$ cat src/rtl/cpu15_pkg.sv
// Shared definitions for the 15-bit CPU: sequencer state encoding and default widths.
// Used by the sequencer, the fetch/decode stages and the testbench.
// No logic; types and constants only.
package cpu15_pkg;

  localparam int PC_WIDTH_DEF  = 8;
  localparam int CNT_WIDTH_DEF = 16;

  typedef enum logic [2:0] {
    ST_IDLE   = 3'd0,
    ST_FETCH  = 3'd1,
    ST_DECODE = 3'd2,
    ST_EXEC   = 3'd3,
    ST_WBACK  = 3'd4,
    ST_HALT   = 3'd5
  } seq_state_e;

endpackage

$ cat src/rtl/cpu15_sequencer.sv
// Phase controller: steps fetch/decode/exec/writeback with one-hot enables, owns P_COUNT and RETIRED.
// Latency: 4 cycles per unstalled instruction; first EN_FT one cycle after START is sampled high.
// Backpressure: STALL holds the current phase and its strobe. Optional macro CPU15_SINGLE_STEP_EN adds STEP.
module cpu15_sequencer
  import cpu15_pkg::*;
#(
  parameter int PC_WIDTH  = PC_WIDTH_DEF,
  parameter int CNT_WIDTH = CNT_WIDTH_DEF
) (
  input  logic                 CLK,
  input  logic                 RST_N,
  input  logic                 START,
  input  logic                 STALL,
  input  logic                 JMP_EN,
  input  logic [PC_WIDTH-1:0]  JMP_ADDR,
  input  logic                 HLT_REQ,
`ifdef CPU15_SINGLE_STEP_EN
  input  logic                 STEP,
`endif
  output logic                 EN_FT,
  output logic                 EN_DC,
  output logic                 EN_EX,
  output logic                 EN_WB,
  output logic [PC_WIDTH-1:0]  P_COUNT,
  output logic                 HALTED,
  output logic [CNT_WIDTH-1:0] RETIRED
);

  seq_state_e           state_q, state_d;
  logic [PC_WIDTH-1:0]  pc_q, pc_d;
  logic [CNT_WIDTH-1:0] retired_q, retired_d;
  logic                 go_idle;

`ifdef CPU15_SINGLE_STEP_EN
  logic step_q;
  // A STEP rising edge or START releases IDLE; every completed instruction returns to IDLE.
  assign go_idle = START | (STEP & ~step_q);
`else
  assign go_idle = START;
`endif

  // State, program counter and retire counter registers.
  always_ff @(posedge CLK or negedge RST_N) begin
    if (!RST_N) begin
      state_q   <= ST_IDLE;
      pc_q      <= '0;
      retired_q <= '0;
`ifdef CPU15_SINGLE_STEP_EN
      step_q    <= 1'b0;
`endif
    end else begin
      state_q   <= state_d;
      pc_q      <= pc_d;
      retired_q <= retired_d;
`ifdef CPU15_SINGLE_STEP_EN
      step_q    <= STEP;
`endif
    end
  end

  // Next-state logic; the PC and retire count only move when an instruction leaves WBACK.
  always_comb begin
    state_d   = state_q;
    pc_d      = pc_q;
    retired_d = retired_q;
    unique case (state_q)
      ST_IDLE: begin
        if (go_idle) state_d = ST_FETCH;
      end
      ST_FETCH: begin
        if (!STALL) state_d = ST_DECODE;
      end
      ST_DECODE: begin
        if (!STALL) state_d = ST_EXEC;
      end
      ST_EXEC: begin
        if (!STALL) state_d = ST_WBACK;
      end
      ST_WBACK: begin
        if (!STALL) begin
          retired_d = retired_q + CNT_WIDTH'(1);
          if (HLT_REQ) begin
            // Halt beats a simultaneous jump; PC keeps the hlt address.
            state_d = ST_HALT;
          end else begin
            if (JMP_EN) pc_d = JMP_ADDR;
            else        pc_d = pc_q + PC_WIDTH'(1);
`ifdef CPU15_SINGLE_STEP_EN
            state_d = ST_IDLE;
`else
            state_d = ST_FETCH;
`endif
          end
        end
      end
      ST_HALT: begin
        state_d = ST_HALT;
      end
      default: begin
        state_d = ST_IDLE;
      end
    endcase
  end

  // Moore outputs decoded straight from the state register.
  always_comb begin
    EN_FT   = (state_q == ST_FETCH);
    EN_DC   = (state_q == ST_DECODE);
    EN_EX   = (state_q == ST_EXEC);
    EN_WB   = (state_q == ST_WBACK);
    HALTED  = (state_q == ST_HALT);
    P_COUNT = pc_q;
    RETIRED = retired_q;
  end

endmodule
$ cat config.mk
export PLATFORM = sky130hd
export DESIGN_NAME = cpu15_sequencer
export DESIGN_NICKNAME = d
export VERILOG_FILES = /design/src/rtl/cpu15_pkg.sv /design/src/rtl/cpu15_sequencer.sv
export SDC_FILE = /design/constraint.sdc
export NUM_CORES = 1
export LEC_CHECK = 0
export BUFFER_PORTS_ARGS = -buffer_cell sky130_fd_sc_hd__buf_2
export CAP_MARGIN = 10
export CORE_MARGIN = 5
export CORE_UTILIZATION = 29
export DETAILED_ROUTE_END_ITERATION = 6
export SYNTH_ARGS = -nofsm -noshare
export SYNTH_HDL_FRONTEND = slang
export SYNTH_SLANG_ARGS = --single-unit
$ cat constraint.sdc
create_clock -name CLK -period 4.95 [get_ports CLK]
set_input_delay 0.495 -clock CLK [delete_from_list [all_inputs] [get_ports CLK]]
set_output_delay 0.495 -clock CLK [all_outputs]
set_load 0.02 [all_outputs]
# Word-level counts from Yosys, hierarchy flattened
# Index checks and enable logic that the tools add are counted.
# word_totals
regBits,27
word_cells,29
out_inout_bits,29
inputBits,14
# op_classes
n_eq_ne,10
n_reduce_logical,4
mux,8
bitwise,2
n_addsub,2
# ops
cell,count
$mux W3,6
$pmux W3 S6,1
$add A16 B1 Y16 const B,1
$ne A2 B2 Y1 const B,5
$add A8 B1 Y8 const B,1
$mux W8,1
$eq A3 B2 Y1 const B,2
$eq A3 B3 Y1 const B,2
$reduce_and A5 Y1,1
$eq A3 B1 Y1 const B,1
$logic_not A3 Y1,1
$reduce_and A3 Y1,1
$not A1 Y1,2
$reduce_and A2 Y1,1

# Logic depth before layout (Yosys ltp)
# Gate-level depths: netlist of the first run.
# logic_depth
depth_word,3
mapped_depth,5
depth_no_buf,5

# Least setup slack after synthesis of the first run
# OpenSTA, ideal clock, no wires.
# synth_timing
kind,input -> register
from,in STALL
to,"reg retired_q[12], in the netlist RETIRED[12]"
path_slack_ps,3119
stages,5
setup_time_ps,130
required_time_ps,4820
arrival_ps,1701
n_path_buf,1
cell_sequence,or4b_1 buf_6 nor4_4 nand3_1 xnor2_1
# synth_between
elab_chain_len,2
# synth_rtl
item,line_no,source
start: declaration,cpu15_sequencer.sv:13,"input logic STALL,"
$not A1 Y1 (no source line),--,
$reduce_and A2 Y1 (no source line),--,
end signal: assignment,cpu15_sequencer.sv:54,retired_q <= retired_d;
end: declaration,cpu15_sequencer.sv:31,"logic [CNT_WIDTH-1:0] retired_q, retired_d;"
# Every way passes these cells.
# A chain may end at the register's enable or synchronous reset.

# Worst setup path in the final report of the first run
# layout_timing
from,reg state_q[1]
to,"reg pc_q[7], in the netlist P_COUNT[7]"
# layout_between
elab_chain_len,2
# layout_rtl
item,line_no,source
start: declaration,cpu15_sequencer.sv:29,"seq_state_e state_q, state_d;"
start signal: assignment,cpu15_sequencer.sv:52,state_q <= state_d;
$eq A3 B3 Y1,cpu15_sequencer.sv:66,unique case (state_q)
$reduce_and A3 Y1 (no source line),--,
end signal: assignment,cpu15_sequencer.sv:53,pc_q <= pc_d;
end: declaration,cpu15_sequencer.sv:30,"logic [PC_WIDTH-1:0] pc_q, pc_d;"
# Every way passes these cells.

==> results of run 1 <==
## critical path, cell delays in order (launching register included)
cell	delay (ns)
dfrtp_1	0.52
nor4b_2	0.54
nand2b_1	0.37
or4_1	0.56
nand4_1	0.11
## per-layer routing
metal | GRT usage (%) | vias up | routed length, um
met5 | 0 | - | 0
met1 | 14.5 | 532 | 1480
met2 | 14.2 | 33 | 1330
met3 | 3.39 | 2 | 247
li1 | - | 610 | -
met4 | 2.53 | 0 | 19
## state kept, by name, indices dropped and copies added (netlist names)
name / cells
RETIRED: 16
state_q: 3
P_COUNT: 8
## worst min path at each step
| stage | from | endpoint | depth (start not counted) |
|---|---|---|---|
| 2_1_floorplan | RST_N | P_COUNT[0] | 0 |
| 3_3_place_gp | RETIRED[15] | RETIRED[15] | 1 |
| 3_5_place_dp | RETIRED[15] | RETIRED[15] | 1 |
| 4_1_cts | RST_N | RETIRED[5] | 1 |
| 5_1_grt | RST_N | RETIRED[5] | 1 |
| 6_report | RST_N | RETIRED[4] | 1 |
## placed cells by master (no fill, tap or decap), drive strengths merged, types with 2 or more instances in the layout
| cell | instances |
|---|---|
| xor2 | 5 |
| dfrtp | 27 |
| nor3b | 5 |
| clkbuf | 3 |
| nand4 | 7 |
| ha | 2 |
| o21ai | 10 |
| nand2 | 13 |
| mux2i | 2 |
| inv | 2 |
| and3 | 2 |
| nor2 | 9 |
| nor4 | 4 |
| nor3 | 6 |
| xnor2 | 10 |
| nand3 | 9 |
| buf | 42 |
| a21oi | 11 |
## area by class of cell
| cell class | count | area, um^2 |
|---|---|---|
| Clock inverter | 1 | 7.51 |
| Clock buffer | 3 | 41.3 |
| Tap cell | 67 | 83.8 |
| Fill cell | 493 | 2990 |
| Multi-Input combinational cell | 109 | 704 |
| Sequential cell | 27 | 676 |
| Timing Repair Buffer | 42 | 210 |
| Inverter | 2 | 7.51 |
## logic make-up (layout without fill, tap and decap cells)
logic type | count (synthesis) | in the layout | synth area share [%]
and+or+nand+nor | 63 | 63 | 26.4
buffers and inverters | 8 | 48 | 2.65
muxes | 2 | 2 | 1.41
adders and majority gates | 2 | 2 | 1.76
DFF | 27 | 27 | 47.7
AOI/OAI and AO/OA | 27 | 27 | 10.9
xor gates and xnor gates | 15 | 15 | 9.27
## where the power goes
| part | leakage [nW] | switching (mW) | internal [mW] |
|---|---|---|---|
| logic | 0.463 | 0.162 | 0.106 |
| registers | 0.354 | 0.0855 | 0.271 |
| clock network | 0.0217 | 0.0734 | 0.0572 |
| total | 0.839 | 0.321 | 0.434 |
## Yosys cell counts, types with 2 or more instances
cell,n,area (um^2)
dfrtp_1,27,676
nand2_1,13,48.8
a21oi_1,11,55.1
o21ai_0,10,50.1
xnor2_1,10,87.6
nand3_1,9,45.0
nor2_1,9,33.8
nand4_1,7,43.8
nor3_1,6,30.0
clkbuf_1,5,18.8
nor3b_1,5,37.5
xor2_1,5,43.8
and3_1,2,12.5
ha_1,2,25.0
inv_1,2,7.51
mux2i_1,2,20.0
nor4_1,2,12.5
nor4_4,2,42.5
## stage by stage
stage	cells	instance area (um^2)	power [mW]	util, %	hold WS (ns)
4_1_cts	251	1730	0.766	36.6	0.225
6_report	251	1730	0.755	36.6	0.206
3_5_place_dp	247	1680	0.633	35.6	0.465
2_1_floorplan	144	1420	0.537	-	0.199
3_3_place_gp	247	1680	0.629	35.6	0.462
5_1_grt	251	1730	0.814	36.6	0.258
==> metrics, run 1 <==
clock root buffer=clkbuf_8; fmax=0.463 GHz; H-tree lvl count=1; Total GRT Usage=10.0%; die area=6390 um^2; Pre-antenna DRT Iters=4; Synth warnings=0; cts bufs inserted=3; setup TNS=0 ns; largest net degree at the start of global routing=28; number of max-cap violations=0; Worst-Skew Late Latency=0.28 ns; RR Endpoint=P_COUNT[7]; vias post-DR=1177; site row count=25; Slew headroom=60.8%; final WL=3.07 mm; Die Wd=79.9 um; Area Growth Syn to Fin=22.1%; Initial Utilization=30.0%; post-DP HPWL=2.27 mm; RSZ-0062 raised after global routing=no; post-route ant nets=0; post-synth cell types=33; drt wl/cell=12.2 um; R2R Path Start=state_q[1]; P per Cell Area=436 nW/um^2; CP Launch Point=state_q[1]; Synth Flop Type=dfrtp_1; CORE AREA=4720 um^2; CP endpoint kind=flip-flop; input/output buffers=42; # Post-CTS Setup Buffers=0; Clock Tree Buf Depth=2; worst setup path endpoint=P_COUNT[7]; final setup violating endpoints=0; #FFs+latches synth=27; FF-to-FF setup slack=2.79 ns; worst endpoint data arrival time=2.37 ns; # clock sinks=27; Max IR drop VDD=0.148 mV; Clock transition at path regs=0.10 ns; Chip Height=79.9 um; crit path kind=reg -> reg; DR vias/cell=4.69; n_diodes=0; Worst Skew=0.00278 ns; WP data required=5.16 ns; cells on worst reg2reg path=4; drt drc=0; Tmin final=2.16 ns; LEAKAGE=0.839 nW; Final Max Tran Viols=0; Remaining Overflow, GRT=0; synthesized area=1420 um^2; vias in the first global route=1052; # nets final=201; crit share post-route=43.6%; Setup WS post-layout=2.79 ns; initial DRC count=26; CTS tree=done; syn avg cell area=9.84 um^2; cells after synthesis=144; Seq/Total Area, Yosys=47.7%; Top Ports=43; fraction of layout cells with a size suffix above 1=27.2%; number of synthesized flops with an enable pin=0; post-cts sizing count=0; gpl congestion=0.746; Least-Margin Pin Slew=0.588 ns; worst hold path type=in -> async; asr flop ratio synth=100%; hold buffer count at cts=0; syn nets=160; first-pass GRT wire length=5.12 mm; initial antenna violation count=0; Placement Setup Slack=2.76 ns; Hold Violations, Final=0; run status=complete, no violations; CP Max Fanout=13; Setup crit start kind=flip-flop
Note: power is estimated with default switching activity, not from simulation.
==> run 2: changes to the inputs <==
- clock period: 4.95 -> 2.1 ns (I/O delays scaled with it)
==> run 2 against run 1 <==
First-iteration DRC count rose by 23%; global-route usage rose by 0.29 points; worst setup slack got worse by 2.6 ns; critical path depth did not move; sequential power rose by 120%; largest cell class unchanged.
==> metrics, run 2 (synthesis results as in run 1) <==
final WL=3.15 mm; initial DRC count=32; Least-Margin Pin Slew=0.593 ns; gpl congestion=0.728; Buf+Inv Stages, Crit Path=0; fill count=497; crit share post-route=92.4%; Slew headroom=60.5%; fmax=0.515 GHz; setup TNS=0 ns; WP data required=2.26 ns; Largest register FFs=16; # Post-CTS Setup Buffers=0; Final Max Tran Viols=0; Max IR drop VDD=0.568 mV; post-route ant nets=0; Hold Violations, Final=0; Worst Skew=0.00338 ns; Setup crit start kind=flip-flop; slowest cell on the critical path=or4b_1; Tmin final=1.94 ns; CORE AREA=4720 um^2; power share of the clock group=16.4%; Total GRT Usage=10.3%; CP delay by family, top=simple AND/OR/NAND/NOR gates; Int Power=1.06 mW; Switching Share=41.6%; drt wl/cell=12.3 um; most frequent cells in the layout=buf_2, dfrtp_1, nand2_1; DR vias/cell=4.74; n_diodes=0; RSZ-0062 raised after global routing=no; # nets final=207; FF-to-FF setup slack=0.16 ns; Pre-antenna DRT Iters=4; Area Growth Syn to Fin=25.4%; clock root buffer=clkbuf_8; cell area after layout=1780 um^2; post-DP HPWL=2.38 mm; Setup WS post-layout=0.159 ns; final setup violating endpoints=0; Die Wd=79.9 um; worst path cell trace=or4b_1 -> nor4_4 -> nand3_1 -> xnor2_1; # clock sinks=27; vias in the first global route=1179; initial antenna violation count=0; P per Cell Area=1020 nW/um^2; Final Power=1.82 mW; CTS tree=done; Worst-Skew Late Latency=0.27 ns; fraction of layout cells with a size suffix above 1=28.9%; H-tree lvl count=1; Clock Tree Buf Depth=2; Clock transition at path regs=0.09 ns; crit-path max cell delay=0.77 ns; number of max-cap violations=0; crit path kind=reg -> reg; most common cell after layout, fill and taps aside=buf_2; FF+latch area=676 um^2; Remaining Overflow, GRT=0; vias post-DR=1217; Placement Setup Slack=0.149 ns; cts bufs inserted=3; die area=6390 um^2; Chip Height=79.9 um; Top Ports=43; largest net degree at the start of global routing=28; CP Max Fanout=10; area post-placement=1720 um^2; share of power burned in registers=43.0%; Comb power frac=40.6%; multi-input logic area=704 um^2; run status=complete, no violations; drt drc=0; Initial Utilization=30.0%; CP endpoint kind=flip-flop; worst endpoint data arrival time=2.10 ns; site row count=25; first-pass GRT wire length=5.36 mm; Sw Pwr=0.758 mW; worst hold path type=in -> reg; input/output buffers=42; LEAKAGE=0.867 nW
==> run 2: cell count changes in the layout (fill, tap and decap cells not counted) <==
cell,before,now
buf_4,0,5
dlygate4sd3_1,0,1
==> run 2: tightest hold or removal path: stages <==
cell	delay, ns
buf_2	0.09
nand3_1	0.07
nand4_1	0.07
==> run 2: per-stage QoR <==
step | std cells | hold WS [ns] | utilization [%]
after CTS | 257 | 0.193 | 37.6
after floorplan | 144 | -0.0856 | -
after global placement | 252 | 0.250 | 36.4
after detailed placement | 252 | 0.253 | 36.4
after global routing | 257 | 0.210 | 37.6
final | 257 | 0.197 | 37.6
==> run 2: cell type report <==
| class | instances | share of cell area, % |
|---|---|---|
| well taps | 67 | 4.71 |
| flip-flops and latches | 27 | 38.0 |
| repair buffers | 48 | 14.5 |
| inverters | 2 | 0.422 |
| clock buffers | 3 | 2.32 |
| clock inverters | 1 | 0.422 |
| multi-input cells | 109 | 39.6 |
==> run 2: metal layers <==
metal | vias up | routed length (um) | GRT usage (%)
met3 | 2 | 221 | 3.05
met2 | 31 | 1410 | 16.7
li1 | 622 | - | -
met5 | - | 0 | 0
met4 | 0 | 10 | 1.52
met1 | 562 | 1510 | 13.9
==> run 2: what timing repair did <==
action	CTS	global route
hold endpoints to repair	27	0
gates resized for setup	0	0
setup endpoints to repair	0	0
hold buffers	1	0
==> run 2: power groups by stage <==
stage,clock network [mW],registers (mW),logic (mW)
floorplan,0,0.901,0.364
global placement,0,0.792,0.742
detailed placement,0,0.795,0.748
CTS,0.315,0.784,0.752
global route,0.328,0.814,0.828
finish,0.299,0.783,0.738
==> run 2: final timing paths <==
kind | startpoint | to | cells past startpoint
worst max-delay path | state_q[1] | RETIRED[13] | 4
worst min-delay path | JMP_ADDR[7] | P_COUNT[7] | 3
worst max register to register | state_q[1] | RETIRED[13] | 4
worst min register to register | RETIRED[15] | RETIRED[15] | 1
max in group asynchronous | RST_N | P_COUNT[4] | 2
min in group asynchronous | RST_N | RETIRED[6] | 2
==> run 3: changes to the inputs <==
==> constraint.sdc (replaced) <==
create_clock -name CLK -period 2.1 [get_ports CLK]
set_input_delay 0.42 -clock CLK [delete_from_list [all_inputs] [get_ports CLK]]
set_output_delay 0.42 -clock CLK [all_outputs]
set_load 0.02 [all_outputs]
==> run 3 against run 2 <==
Flip-flop and latch count unchanged; highest routed layer unchanged; first-iteration DRC count down 22%; power up 0.92%; utilization up 0.053 points; critical path depth unchanged; die area unchanged; global-route usage up 0.36 points; wire length up 3.3%.
==> metrics, run 3 (synthesis results as in run 1) <==
Remaining Overflow, GRT=0; vias in the first global route=1135; most frequent cells in the layout=buf_2, dfrtp_1, nand2_1; largest net degree at the start of global routing=28; cell area after layout=1780 um^2; R2R Path Start=state_q[1]; site row count=25; CORE AREA=4720 um^2; CP endpoint kind=flip-flop; Largest register FFs=16; # Post-CTS Setup Buffers=0; post-DP HPWL=2.38 mm; die area=6390 um^2; P per Cell Area=1030 nW/um^2; Top Ports=43; gpl congestion=0.742; initial DRC count=25; Setup crit start kind=flip-flop; RR Endpoint=RETIRED[15]; fraction of layout cells with a size suffix above 1=29.8%; Tmin final=1.93 ns; vias post-DR=1192; final setup violating endpoints=0; # nets final=208; final WL=3.26 mm; Slew headroom=58.0%; Clock transition at path regs=0.10 ns; Total GRT Usage=10.7%; H-tree lvl count=1; first-pass GRT wire length=5.44 mm; WP data required=2.27 ns; Least-Margin Pin Slew=0.629 ns; post-route ant nets=0; most common cell after layout, fill and taps aside=buf_2; CTS tree=done; CP Max Fanout=8; n_diodes=0; FF-to-FF setup slack=0.17 ns; Initial Utilization=30.0%; LEAKAGE=0.876 nW; fmax=0.518 GHz; Pre-antenna DRT Iters=4; worst hold path type=in -> async; run status=complete, no violations; cells on worst reg2reg path=4; drt drc=0; DR vias/cell=4.62; Worst-Skew Late Latency=0.27 ns; Max IR drop VDD=0.477 mV; RSZ-0062 raised after global routing=no; post-cts sizing count=0; Area Growth Syn to Fin=25.6%; clock root buffer=clkbuf_8; crit share post-route=91.9%; worst endpoint data arrival time=2.10 ns; Worst Skew=0.00506 ns; area post-placement=1730 um^2; number of max-cap violations=0; Hold Violations, Final=0; Die Wd=79.9 um; input/output buffers=42; Chip Height=79.9 um; crit path kind=reg -> reg; initial antenna violation count=0; cts bufs inserted=3; Clock Tree Buf Depth=2; drt wl/cell=12.6 um; Final Max Tran Viols=0; setup TNS=0 ns; hold buffer count at cts=0; # clock sinks=27
-- run 3: metal layers --
metal | share of wire [%] | vias to the layer above | track usage (%)
li1 | - | 619 | -
met1 | 48 | 528 | 14.4
met2 | 44 | 43 | 16.3
met3 | 7.8 | 2 | 4.06
met4 | 0.58 | 0 | 2.03
met5 | 0 | - | 0
-- run 3: how the worst max path moves through the flow --
stage                          start          end  slack [ns]
after floorplan           state_q[0]  RETIRED[12]        0.31
after global placement         STALL  RETIRED[15]        0.09
after detailed placement       STALL  RETIRED[15]        0.07
after CTS                 state_q[1]  RETIRED[15]        0.16
after global routing      state_q[1]  RETIRED[13]        0.01
final                     state_q[1]  RETIRED[15]        0.17
-- run 3: worst max-delay path, stage by stage (launching register included) --
cell,delay [ns]
dfrtp_1,0.39
or4b_1,0.74
nor4_4,0.41
nand3_1,0.14
xnor2_1,0.14
-- run 3: metrics by stage --
step | setup slack (ns) | hold WS (ns) | power (mW) | util [%] | instances
after global placement | 0.0861 | 0.460 | 1.54 | 36.7 | 254
after floorplan | 0.305 | 0.124 | 1.26 | - | 144
after detailed placement | 0.0654 | 0.467 | 1.55 | 36.7 | 254
final | 0.170 | 0.154 | 1.84 | 37.7 | 258
after global routing | 0.0124 | 0.192 | 1.99 | 37.7 | 258
after CTS | 0.162 | 0.172 | 1.86 | 37.7 | 258
-- run 3: power by group --
group	switching [mW]	internal [mW]	total (mW)	leakage [nW]
registers	0.147	0.639	0.786	0.354
clock network	0.169	0.133	0.303	0.0255
logic	0.454	0.294	0.749	0.497
total	0.771	1.07	1.84	0.876
-- run 3: area by class of cell --
cell class / count / area, um^2
well taps: 67 / 83.8
inverters: 2 / 7.51
clock inverters: 1 / 5.00
repair buffers: 49 / 263
flip-flops and latches: 27 / 676
clock buffers: 3 / 41.3
multi-input cells: 109 / 704
fillers: 501 / 2940
